**src/rtl/dmem_arb_pkg.sv**
```systemverilog
// Shared types and helpers for the data-memory arbiter.
// The request struct uses the package data width; the arbiter top defaults to the same width.
package dmem_arb_pkg;

    localparam int DMEM_DW     = 32;
    localparam int ARB_MAX_REQ = 16;
    localparam int ARB_IDX_W   = 4;

    typedef enum logic {IDLE, RESP} arb_state_e;

    typedef struct packed {
        logic               we;
        logic [DMEM_DW-1:0] addr;
        logic [DMEM_DW-1:0] wdata;
    } mem_req_t;

    function automatic logic [ARB_IDX_W-1:0] onehot2idx(input logic [ARB_MAX_REQ-1:0] oh);
        logic [ARB_IDX_W-1:0] idx;
        idx = '0;
        for (int i = 0; i < ARB_MAX_REQ; i++)
            if (oh[i]) idx = idx | ARB_IDX_W'(i);
        return idx;
    endfunction

endpackage

```
**src/rtl/dmem_arbiter_pick.sv**
```systemverilog
// Combinational winner select: valid vector (+ pointer) -> one-hot grant.
// DMEM_ARB_RR_EN selects round-robin from ptr; otherwise fixed priority, lowest index wins.
module arb_pick #(
    parameter int NUM_REQ = 2
) (
    input  logic [NUM_REQ-1:0]         valid,
`ifdef DMEM_ARB_RR_EN
    input  logic [$clog2(NUM_REQ)-1:0] ptr,
`endif
    output logic [NUM_REQ-1:0]         grant
);

`ifdef DMEM_ARB_RR_EN
    always_comb begin
        logic found;
        int   j;
        grant = '0;
        found = 1'b0;
        j     = 0;
        // Walk from ptr and wrap past the top port back to 0
        for (int k = 0; k < NUM_REQ; k++) begin
            j = int'(ptr) + k;
            if (j >= NUM_REQ) j = j - NUM_REQ;
            if (!found && valid[j]) begin
                grant[j] = 1'b1;
                found    = 1'b1;
            end
        end
    end
`else
    always_comb begin
        logic found;
        grant = '0;
        found = 1'b0;
        for (int i = 0; i < NUM_REQ; i++) begin
            if (!found && valid[i]) begin
                grant[i] = 1'b1;
                found    = 1'b1;
            end
        end
    end
`endif

endmodule

```
**src/rtl/dmem_arbiter.sv**
```systemverilog
// Shares one registered-read data memory between NUM_REQ ports, one transaction per two cycles.
// Define DMEM_ARB_RR_EN for round-robin arbitration; default is fixed priority.
module dmem_arbiter
    import dmem_arb_pkg::*;
#(
    parameter int DATA_WIDTH = DMEM_DW,
    parameter int NUM_REQ    = 2,
    parameter int MEM_DEPTH  = 256
) (
    input  logic                          clk,
    input  logic                          rst,
    input  logic [NUM_REQ-1:0]            req_valid,
    input  logic [NUM_REQ-1:0]            req_we,
    input  logic [NUM_REQ*DATA_WIDTH-1:0] req_addr,
    input  logic [NUM_REQ*DATA_WIDTH-1:0] req_wdata,
    output logic [NUM_REQ-1:0]            req_ready,
    output logic [NUM_REQ-1:0]            rsp_valid,
    output logic [DATA_WIDTH-1:0]         rsp_rdata,
    output logic                          rsp_err,
    output logic                          mem_wen,
    output logic                          mem_ren,
    output logic [DATA_WIDTH-1:0]         mem_addr,
    output logic [DATA_WIDTH-1:0]         mem_wdata,
    input  logic [DATA_WIDTH-1:0]         mem_rdata
);

    localparam int PW = $clog2(NUM_REQ);

    arb_state_e            state, state_nxt;
    logic [NUM_REQ-1:0]    grant;
    logic [PW-1:0]         gidx_c, gidx_q;
    mem_req_t              sel;
    logic                  hs, in_range;
    logic                  pend_rd, pend_err;
    logic [DATA_WIDTH-1:0] rdata_cur, rdata_hold;
    logic                  err_hold;

`ifdef DMEM_ARB_RR_EN
    logic [PW-1:0] ptr;
    arb_pick #(.NUM_REQ(NUM_REQ)) u_pick (.valid(req_valid), .ptr(ptr), .grant(grant));
`else
    arb_pick #(.NUM_REQ(NUM_REQ)) u_pick (.valid(req_valid), .grant(grant));
`endif

    assign gidx_c = PW'(onehot2idx(ARB_MAX_REQ'(grant)));

    always_comb begin
        sel.we    = req_we[gidx_c];
        sel.addr  = req_addr[int'(gidx_c)*DATA_WIDTH +: DATA_WIDTH];
        sel.wdata = req_wdata[int'(gidx_c)*DATA_WIDTH +: DATA_WIDTH];
    end

    // A handshake is only possible in IDLE; reset masks every grant
    assign hs        = (state == IDLE) && !rst && (|req_valid);
    assign req_ready = hs ? grant : '0;
    assign in_range  = sel.addr < DATA_WIDTH'(MEM_DEPTH);

    assign mem_wen   = hs &  sel.we & in_range;
    assign mem_ren   = hs & ~sel.we & in_range;
    assign mem_addr  = hs ? sel.addr  : '0;
    assign mem_wdata = hs ? sel.wdata : '0;

    always_comb begin
        state_nxt = state;
        case (state)
            IDLE:    if (hs) state_nxt = RESP;
            RESP:    state_nxt = IDLE;
            default: state_nxt = IDLE;
        endcase
    end

    always_ff @(posedge clk or posedge rst) begin
        if (rst) begin
            state      <= IDLE;
            gidx_q     <= '0;
            pend_rd    <= 1'b0;
            pend_err   <= 1'b0;
            rdata_hold <= '0;
            err_hold   <= 1'b0;
`ifdef DMEM_ARB_RR_EN
            ptr        <= '0;
`endif
        end else begin
            state <= state_nxt;
            if (hs) begin
                gidx_q   <= gidx_c;
                pend_rd  <= ~sel.we & in_range;
                pend_err <= ~in_range;
`ifdef DMEM_ARB_RR_EN
                ptr      <= (int'(gidx_c) == NUM_REQ-1) ? '0 : gidx_c + 1'b1;
`endif
            end
            if (state == RESP) begin
                rdata_hold <= rdata_cur;
                err_hold   <= pend_err;
            end
        end
    end

    // Response data comes straight off the memory in RESP, then holds
    assign rdata_cur = pend_rd ? mem_rdata : '0;
    assign rsp_rdata = (state == RESP) ? rdata_cur : rdata_hold;
    assign rsp_err   = (state == RESP) ? pend_err  : err_hold;

    always_comb begin
        rsp_valid = '0;
        for (int i = 0; i < NUM_REQ; i++)
            rsp_valid[i] = (state == RESP) && (gidx_q == PW'(i));
    end

endmodule
```
**config.mk**
```make
export PLATFORM = sky130hd
export DESIGN_NAME = dmem_arbiter
export DESIGN_NICKNAME = d
export VERILOG_FILES = /design/src/rtl/dmem_arb_pkg.sv /design/src/rtl/dmem_arbiter_pick.sv /design/src/rtl/dmem_arbiter.sv
export SDC_FILE = /design/constraint.sdc
export NUM_CORES = 1
export LEC_CHECK = 0
export CORE_AREA = 2 2 105 107
export CTS_CLUSTER_SIZE = 24
export DETAILED_ROUTE_END_ITERATION = 12
export DIE_AREA = 0 0 107 109
export PLACE_DENSITY = 0.7
export SLEW_MARGIN = 25
export SYNTH_ARGS = -nofsm -noshare
export SYNTH_HDL_FRONTEND = slang
export SYNTH_SLANG_ARGS = --single-unit
```
**constraint.sdc**
```tcl
create_clock -name clk -period 4.8 [get_ports clk]
set_input_delay 0.96 -clock clk [delete_from_list [all_inputs] [get_ports clk]]
set_output_delay 0.96 -clock clk [all_outputs]
set_load 0.05 [all_outputs]
```
==> metrics.txt, run 1 <==
site row count 38; Sequential Power Share 0.333; TritonCTS clock tree yes; max frequency 226 MHz; Vias 3595; slowest stage delay, CP 0.86 ns; pins over their slew limit 0; fraction of power consumed by the clock network 0.210; fraction of power spent switching nets 0.352; CTS root buf clkbuf_8; Clock Pin Slew Worst Setup and Hold Paths 0.07 ns; Hold Vio Cnt, Final 0; Avg Vias per Cell 4.57; area of the die 0.0117 sq mm; post-route ant nets 0; Most Frequent Cell on Critical Path clkdlybuf4s50_1; gpl congestion 0.858; Final Critical Period 4.43 ns; WS Path Type in2out; maximum number of pins on one net before global-route repair 55; most frequent cells in the layout clkdlybuf4s50_1, nand2_1, a21oi_1; combinational power share 0.457; slowest stage cell, crit path clkdlybuf4s50_1; starting density of the core 0.236; Post-DP HPWL 9.78 mm; CTS Buf Count 5; Layout Skew 0.00350 ns; commonest non-fill, non-tap cell in the layout clkdlybuf4s50_1; Bufs on Longest Clock Path 2; met1 global-route usage 0.211; grt ovf 0; P per Cell Area 175 mW/mm^2; Yosys top cell by area dfrtp_1; layout cells sized above 1 0.0387; PortBufs 268; Setup WS post-layout 0.366 ns; syn_nets 559; post-synthesis sequential area ratio 0.370; CP Launch Type input port; Worst Max-Slew Pin Slew 0.740 ns; DRC viols 0; # H-tree levels 2; CP Max Fanout 52; Cell Area, Synth 0.00250 sq mm; Lkg Pwr 2.16 nW; CTS hold repair buffers 0; Unique masters post-synth 25; area added between synthesis and finish 116%; Post-Syn Area per Cell 6.37 sq um; Data arrival, critical path 3.47 ns; max cap viols 0; Worst EP required 3.84 ns; first-pass GRT wire length 17.9 mm; Critical Path End Type primary output; Die Wd 107 um; Total GRT Usage 0.195; DR pass1 iterations 4; unrepaired setup endpoints after global routing false; Placement Setup Slack 0.405 ns; CP Cell Sequence clkdlybuf4s50_1, nand2b_2, buf_12, nand2_1, a21oi_1, clkdlybuf4s50_1; top cells by area, synth dfrtp_1, nand2_1, a21oi_1, o21ai_1, inv_1; setup TNS 0 ns; number of DRC markers in iteration 0 207; final wirelength 12.1 mm; Ant. Diodes 0; status finished, final reports clean; P_int 0.616 mW; GR peak layer met2; Psw 0.335 mW; Tcrit/Tclk final 0.924; fin util 0.511; GR Util met2 0.370; Core ar. 0.0106 sq mm; CTS Sinks 37; fin nets 811; routed len/inst 15.4 um; setup violators final 0; relative slew slack 0.505; hold crit path type reg2reg; initial antenna violation count 0; Max VDD drop 109 uV; post_cts resized 0; global routing usage on met3 0.0604; Yosys warnings 0; Die Ht 109 um; Synth Instances 393; Synth top area share 0.370; io pins 269; vias in the first global route 3605; Post-CTS Setup Bufs 0; #FFs+latches synth 37; Clk Latency, worst-skew pair 0.28 ns
-- cell type report --
| class | instances | area (sq um) |
|---|---|---|
| well taps | 140 | 175 |
| fillers | 1049 | 5180 |
| multi-input cells | 292 | 1350 |
| flip-flops and latches | 37 | 926 |
| clock buffers | 6 | 72.6 |
| clock inverters | 2 | 10.0 |
| inverters | 35 | 131 |
| repair buffers | 274 | 2760 |
-- power by group through the flow --
stage               logic [mW]  clock network (mW)  registers, mW
floorplan                0.200                   0          0.321
global placement         0.431                   0          0.322
detailed placement       0.433                   0          0.322
CTS                      0.436               0.210          0.316
global route             0.460               0.227          0.317
finish                   0.434               0.200          0.316
-- synth_stat cells, drive strengths merged --
master  instances
nand2         165
a21oi          65
dfrtp          37
inv            35
o21ai          34
clkbuf         16
buf            13
nor4           12
and2            2
nor2            2
nor2b           2
a21o            1
a41oi           1
and4            1
mux2            1
nand2b          1
nand3           1
nand4           1
nor3            1
o21a            1
or4             1
-- final timing paths --
check / start / to / slack, ns / depth (start not counted)
min in group asynchronous: rst / pend_err$_DFFE_PP0P_ / 1.17 / 3
max reg2reg: state$_DFF_PP0_ / pend_err$_DFFE_PP0P_ / 3.15 / 5
min: pend_err$_DFFE_PP0P_ / pend_err$_DFFE_PP0P_ / 0.49 / 1
max: req_valid[0] / mem_wdata[1] / 0.37 / 6
min reg2reg: pend_err$_DFFE_PP0P_ / pend_err$_DFFE_PP0P_ / 0.49 / 1
max in group asynchronous: rst / rdata_hold[19]$_DFF_PP0_ / 3.32 / 3
-- stage by stage --
stage	hold slack (ns)	std cells	area [sq um]	total power, mW
3_3_place_gp	0.472	778	5340	0.753
5_1_grt	0.513	786	5420	1.00
2_1_floorplan	0.460	393	2500	0.521
3_5_place_dp	0.478	778	5340	0.756
6_report	0.490	786	5420	0.950
4_1_cts	0.495	786	5420	0.963
-- logic make-up (layout without fill, tap and decap cells) --
kind of cell           Yosys count  after routing  synth area share
and+or+nand+nor                189            189             0.315
muxes                            1              1           0.00450
buffers and inverters           64            317            0.0989
DFF                             37             37             0.370
AOI/OAI and AO/OA              102            102             0.212
-- worst max-delay path: cells and delay by family --
| family | cells | cell delay, ns |
|---|---|---|
| buffers and inverters | 3 | 1.75 |
| AND/OR/NAND/NOR | 2 | 0.48 |
| AO/OA/AOI/OAI | 1 | 0.24 |
-- sequential cells by signal, summed over array words and instances, names as in the netlist --
signal and flops:
err_hold 1, pend_err 1, state 1, rdata_hold 32, pend_rd 1, gidx_q 1
-- routing by layer --
layer / share of wire / wire [um]
met1: 0.37 / 4480
met2: 0.53 / 6400
met3: 0.085 / 1030
met4: 0.019 / 229
met5: 0 / 0
No activity file was read; power rests on OpenSTA's default activity.
==> run 2: changes to the inputs <==
==> constraint.sdc (replaced) <==
create_clock -name clk -period 5.2 [get_ports clk]
set_input_delay 1.04 -clock clk [delete_from_list [all_inputs] [get_ports clk]]
set_output_delay 1.04 -clock clk [all_outputs]
set_load 0.05 [all_outputs]
==> metrics.txt, run 2 (synthesized netlist as in run 1, its figures left out) <==
status finished, final reports clean; Avg Vias per Cell 4.51 (-1.4%); DRC viols 0 (unchanged); max frequency 220 MHz; worst reg-to-reg path cell count 4 (-1); grt ovf 0 (unchanged); register area 926 sq um (unchanged); Die Ht 109 um (unchanged); CP Launch Type input port; initial antenna violation count 0 (unchanged); post_cts resized 0 (unchanged); max FFs per register 32 (unchanged); fin util 0.511 (-0.000944); setup TNS 0 ns (unchanged); area added between synthesis and finish 116%; Bufs on Longest Clock Path 2 (unchanged); Filler Cell Count 1014 (-3.3%); placed instance area 0.00533 sq mm (-0.19%); TritonCTS clock tree yes; Crit Reg-Reg Endpoint rdata_hold[12]$_DFF_PP0_; combinational power share 0.456 (about the same); fraction of power spent switching nets 0.351 (-0.00108); CP Max Fanout 41 (-21%); io pins 269 (unchanged); WHS Path Cells 2 (+1); Tcrit/Tclk final 0.875; post-route ant nets 0 (unchanged); met1 global-route usage 0.209 (-0.00287); starting density of the core 0.236 (unchanged); worst-case hold path end point rdata_hold[8]$_DFF_PP0_; Core ar. 0.0106 sq mm (unchanged); fraction of power consumed by the clock network 0.210 (about the same); final wirelength 11.8 mm (-2.5%); Sequential Power Share 0.334 (about the same); Vias 3549 (-1.3%); GR peak layer met2; first-pass GRT wire length 17.5 mm (-2.1%); area of the die 0.0117 sq mm (unchanged); pins over their slew limit 0 (unchanged); vias in the first global route 3493 (-3.1%); hold crit path type reg2reg; Worst EP required 4.16 ns (+0.32 ns); Largest Register rdata_hold; unrepaired setup endpoints after global routing false; CTS Buf Count 5 (unchanged); Post-DP HPWL 9.59 mm (-1.9%); gpl congestion 0.822 (-4.3%); P per Cell Area 161 mW/mm^2 (-8.0%); CP Launch Point req_valid[0]; flop2flop setup slack 3.47 ns (+0.32 ns); Worst Max-Slew Pin Slew 0.570 ns (-0.170 ns); Hold Vio Cnt, Final 0 (unchanged); CTS Sinks 37 (unchanged); Critical Path End Type primary output; Total Power 0.873 mW (-8.2%); Hold Startpoint rdata_hold[8]$_DFF_PP0_; Final Critical Period 4.55 ns; Ant. Diodes 0 (unchanged); Psw 0.306 mW (-8.5%); setup violators final 0 (unchanged); site row count 38 (unchanged); Total GRT Usage 0.190 (-0.00504); most frequent cells in the layout clkdlybuf4s50_1, nand2_1, a21oi_1; CTS hold repair buffers 0 (unchanged); Post-CTS Setup Bufs 0 (unchanged); max cap viols 0 (unchanged); layout cells sized above 1 0.0355 (-0.00315); commonest non-fill, non-tap cell in the layout clkdlybuf4s50_1; fin nets 812 (+0.12%); Lkg Pwr 2.14 nW (-0.58%); WS Path Type in2out; maximum number of pins on one net before global-route repair 66 (+20%); CTS root buf clkbuf_8; GR Util met2 0.359 (-0.0114); DR pass1 iterations 4 (unchanged); # H-tree levels 2 (unchanged); Data arrival, critical path 3.51 ns (+0.04 ns); Clock Pin Slew Worst Setup and Hold Paths 0.06 ns (about the same); Layout Skew 0.00425 ns (+0.000745 ns); Max VDD drop 113 uV (+3.7%); number of DRC markers in iteration 0 187 (-9.7%); PortBufs 268 (unchanged); combined area of the multi-input logic cells 0.00135 sq mm (unchanged); relative slew slack 0.619 (+0.114); P_int 0.566 mW (-8.0%); routed len/inst 15.0 um (-2.7%); fin area 0.00541 sq mm (-0.18%); Die Wd 107 um (unchanged); Clk Latency, worst-skew pair 0.27 ns (about the same); R2R Path Start state$_DFF_PP0_; global routing usage on met3 0.0580 (-0.00239)
## run 2: how the worst max path moves through the flow
stage,depth (start not counted),endpoint
finish,6,mem_wdata[15]
global route,6,mem_wdata[15]
CTS,6,mem_wdata[15]
detailed placement,6,mem_wdata[15]
global placement,7,mem_wen
floorplan,4,mem_wen
## run 2: final cells by class
cell class              instances  area share
repair buffers                275       0.508
multi-input cells             292       0.249
flip-flops and latches         37       0.171
well taps                     140      0.0324
inverters                      35      0.0243
clock buffers                   6      0.0134
clock inverters                 2     0.00185
## run 2: critical path: stages
cell and delay, ns:
clkdlybuf4s50_1 0.61, nand2b_2 0.24, buf_4 0.38, nand2_1 0.09, a21oi_1 0.26, clkdlybuf4s50_1 0.87
## run 2: power groups by stage
stage               clock [mW]  combinational, mW  sequential [mW]
CTS                      0.193              0.401            0.291
floorplan                    0              0.185            0.296
detailed placement           0              0.398            0.297
global placement             0              0.397            0.297
global route             0.203              0.422            0.292
finish                   0.183              0.398            0.292
## run 2: stage by stage
step	std cells	setup slack, ns	hold slack (ns)
global route	787	0.555	0.527
global placement	779	0.685	0.475
detailed placement	779	0.681	0.501
floorplan	393	1.14	0.460
CTS	787	0.660	0.513
finish	787	0.647	0.508
## run 2: per-layer routing
metal / wire length [um] / up-vias
met5: 0 / -
met4: 146 / 0
met3: 991 / 12
met2: 6240 / 153
met1: 4460 / 1614
li1: - / 1770
==> run 3: changes to the inputs <==
--- a/config.mk
+++ b/config.mk
@@ -5,11 +5,11 @@
 export SDC_FILE = /design/constraint.sdc
 export NUM_CORES = 1
 export LEC_CHECK = 0
-export CORE_AREA = 2 2 105 107
+export CORE_AREA = 5 5 102 104
 export CTS_CLUSTER_SIZE = 24
 export DETAILED_ROUTE_END_ITERATION = 12
 export DIE_AREA = 0 0 107 109
-export PLACE_DENSITY = 0.7
+export PLACE_DENSITY = 0.77
 export SLEW_MARGIN = 25
 export SYNTH_ARGS = -nofsm -noshare
 export SYNTH_HDL_FRONTEND = slang
==> metrics.txt, run 3 (synthesized netlist as in run 1, its figures left out) <==
status finished, final reports clean; Data arrival, critical path 3.31 ns (-0.20 ns); Lkg Pwr 2.15 nW (+0.19%); gpl congestion 0.877 (+6.7%); WS Path Type in2out; register area 926 sq um (unchanged); Hold Vio Cnt, Final 0 (unchanged); CP delay by family, top buffers and inverters; Bufs on Longest Clock Path 2 (unchanged); Largest Register rdata_hold; Buf+Inv Stages, Crit Path 3 (unchanged); slowest stage cell, crit path clkdlybuf4s50_1; Core ar. 0.00946 sq mm (-11%); grt ovf 0 (unchanged); Worst EP required 4.16 ns (about the same); CTS root buf clkbuf_8; io pins 269 (unchanged); number of DRC markers in iteration 0 118 (-37%); slowest stage delay, CP 0.84 ns (-0.03 ns); starting density of the core 0.265 (+0.0286); TritonCTS clock tree yes; Post-CTS Setup Bufs 0 (unchanged); maximum number of pins on one net before global-route repair 66 (unchanged); fin util 0.569 (+0.0589); pins over their slew limit 0 (unchanged); # H-tree levels 2 (unchanged); Die Wd 107 um (unchanged); unrepaired setup endpoints after global routing false; routed len/inst 16.5 um (+9.7%); Final Critical Period 4.35 ns (-0.199 ns); area of the die 0.0117 sq mm (unchanged); DR pass1 iterations 5 (+1); CP Cell Sequence clkdlybuf4s50_1, nand2b_2, buf_4, nand2_1, a21oi_1, clkdlybuf4s50_1; hold crit path type reg2reg; first-pass GRT wire length 18.9 mm (+7.9%); CTS Sinks 37 (unchanged); vias in the first global route 3615 (+3.5%); initial antenna violation count 1 (+1); max FFs per register 32 (unchanged); Filler Cell Count 860 (-15%); P per Cell Area 163 mW/mm^2 (+1.3%); Worst Max-Slew Pin Slew 0.670 ns (+0.100 ns); Vias 3569 (+0.56%); CP Launch Type input port; Tcrit/Tclk final 0.837 (-0.0383); relative slew slack 0.552 (-0.0672); Clock Pin Slew Worst Setup and Hold Paths 0.07 ns (about the same); Avg Vias per Cell 4.69 (+4.0%); Hold WS 0.487 ns (-0.0210 ns); setup violators final 0 (unchanged); layout cells sized above 1 0.0387 (+0.00315); PortBufs 268 (unchanged); max frequency 230 MHz (+4.6%); setup TNS 0 ns (unchanged); site row count 36 (-5.3%); Critical Path End Type primary output; Most Frequent Cell on Critical Path clkdlybuf4s50_1; fin nets 811 (-0.12%); commonest non-fill, non-tap cell in the layout clkdlybuf4s50_1; combined area of the multi-input logic cells 0.00135 sq mm (unchanged); CTS Buf Count 5 (unchanged); DRC viols 0 (unchanged); Layout Skew 0.00358 ns (-0.000669 ns); Total Power 0.879 mW (+0.78%); final wirelength 12.6 mm (+6.0%); area added between synthesis and finish 115%; Total GRT Usage 0.206 (+0.0157); post-route ant nets 0 (unchanged); Clk Latency, worst-skew pair 0.28 ns (about the same); Post-DP HPWL 10.4 mm (+8.0%); most frequent cells in the layout clkdlybuf4s50_1, nand2_1, a21oi_1; CP Max Fanout 38 (-7.3%); post_cts resized 0 (unchanged); Max VDD drop 71.4 uV (-37%); CTS hold repair buffers 0 (unchanged); Die Ht 109 um (unchanged); max cap viols 0 (unchanged)
==> run 3: path summary, 6_finish.rpt <==
path | start | slack [ns] | cells after the start | endpoint
worst max-delay path | req_valid[0] | 0.85 | 6 | mem_wdata[5]
worst min-delay path | err_hold$_DFF_PP0_ | 0.49 | 1 | err_hold$_DFF_PP0_
min in group asynchronous | rst | 1.26 | 3 | err_hold$_DFF_PP0_
worst max register to register | state$_DFF_PP0_ | 3.17 | 7 | pend_err$_DFFE_PP0P_
worst min register to register | err_hold$_DFF_PP0_ | 0.49 | 1 | err_hold$_DFF_PP0_
max in group asynchronous | rst | 3.63 | 3 | rdata_hold[18]$_DFF_PP0_
==> run 3: where the power goes <==
group	total, mW	internal [mW]	leakage (nW)	switching, mW
sequential	0.291	0.290	0.504	0.00118
combinational	0.398	0.185	1.60	0.213
clock	0.191	0.0923	0.0439	0.0983
total	0.879	0.567	2.15	0.313
==> run 3: metrics by stage <==
stage / instances / setup slack [ns] / cell area [sq um]
6_report: 761 / 0.846 / 5390
5_1_grt: 761 / 0.719 / 5390
4_1_cts: 760 / 0.845 / 5380
3_5_place_dp: 752 / 0.849 / 5300
3_3_place_gp: 752 / 0.904 / 5300
2_1_floorplan: 393 / 1.14 / 2500
==> run 3: layer usage <==
metal	GRT usage	wire length, um	up-vias
met3	0.0764	1210	40
met5	0	0	-
met1	0.234	4790	1569
met2	0.346	5970	197
li1	-	-	1763
met4	0.0932	585	0
==> run 3: area by class of cell <==
class,instances,share of cell area
diodes,1,0.000465
clock buffers,5,0.0128
clock inverters,3,0.00325
inverters,35,0.0244
multi-input cells,292,0.251
flip-flops and latches,37,0.172
well taps,114,0.0265
repair buffers,274,0.510
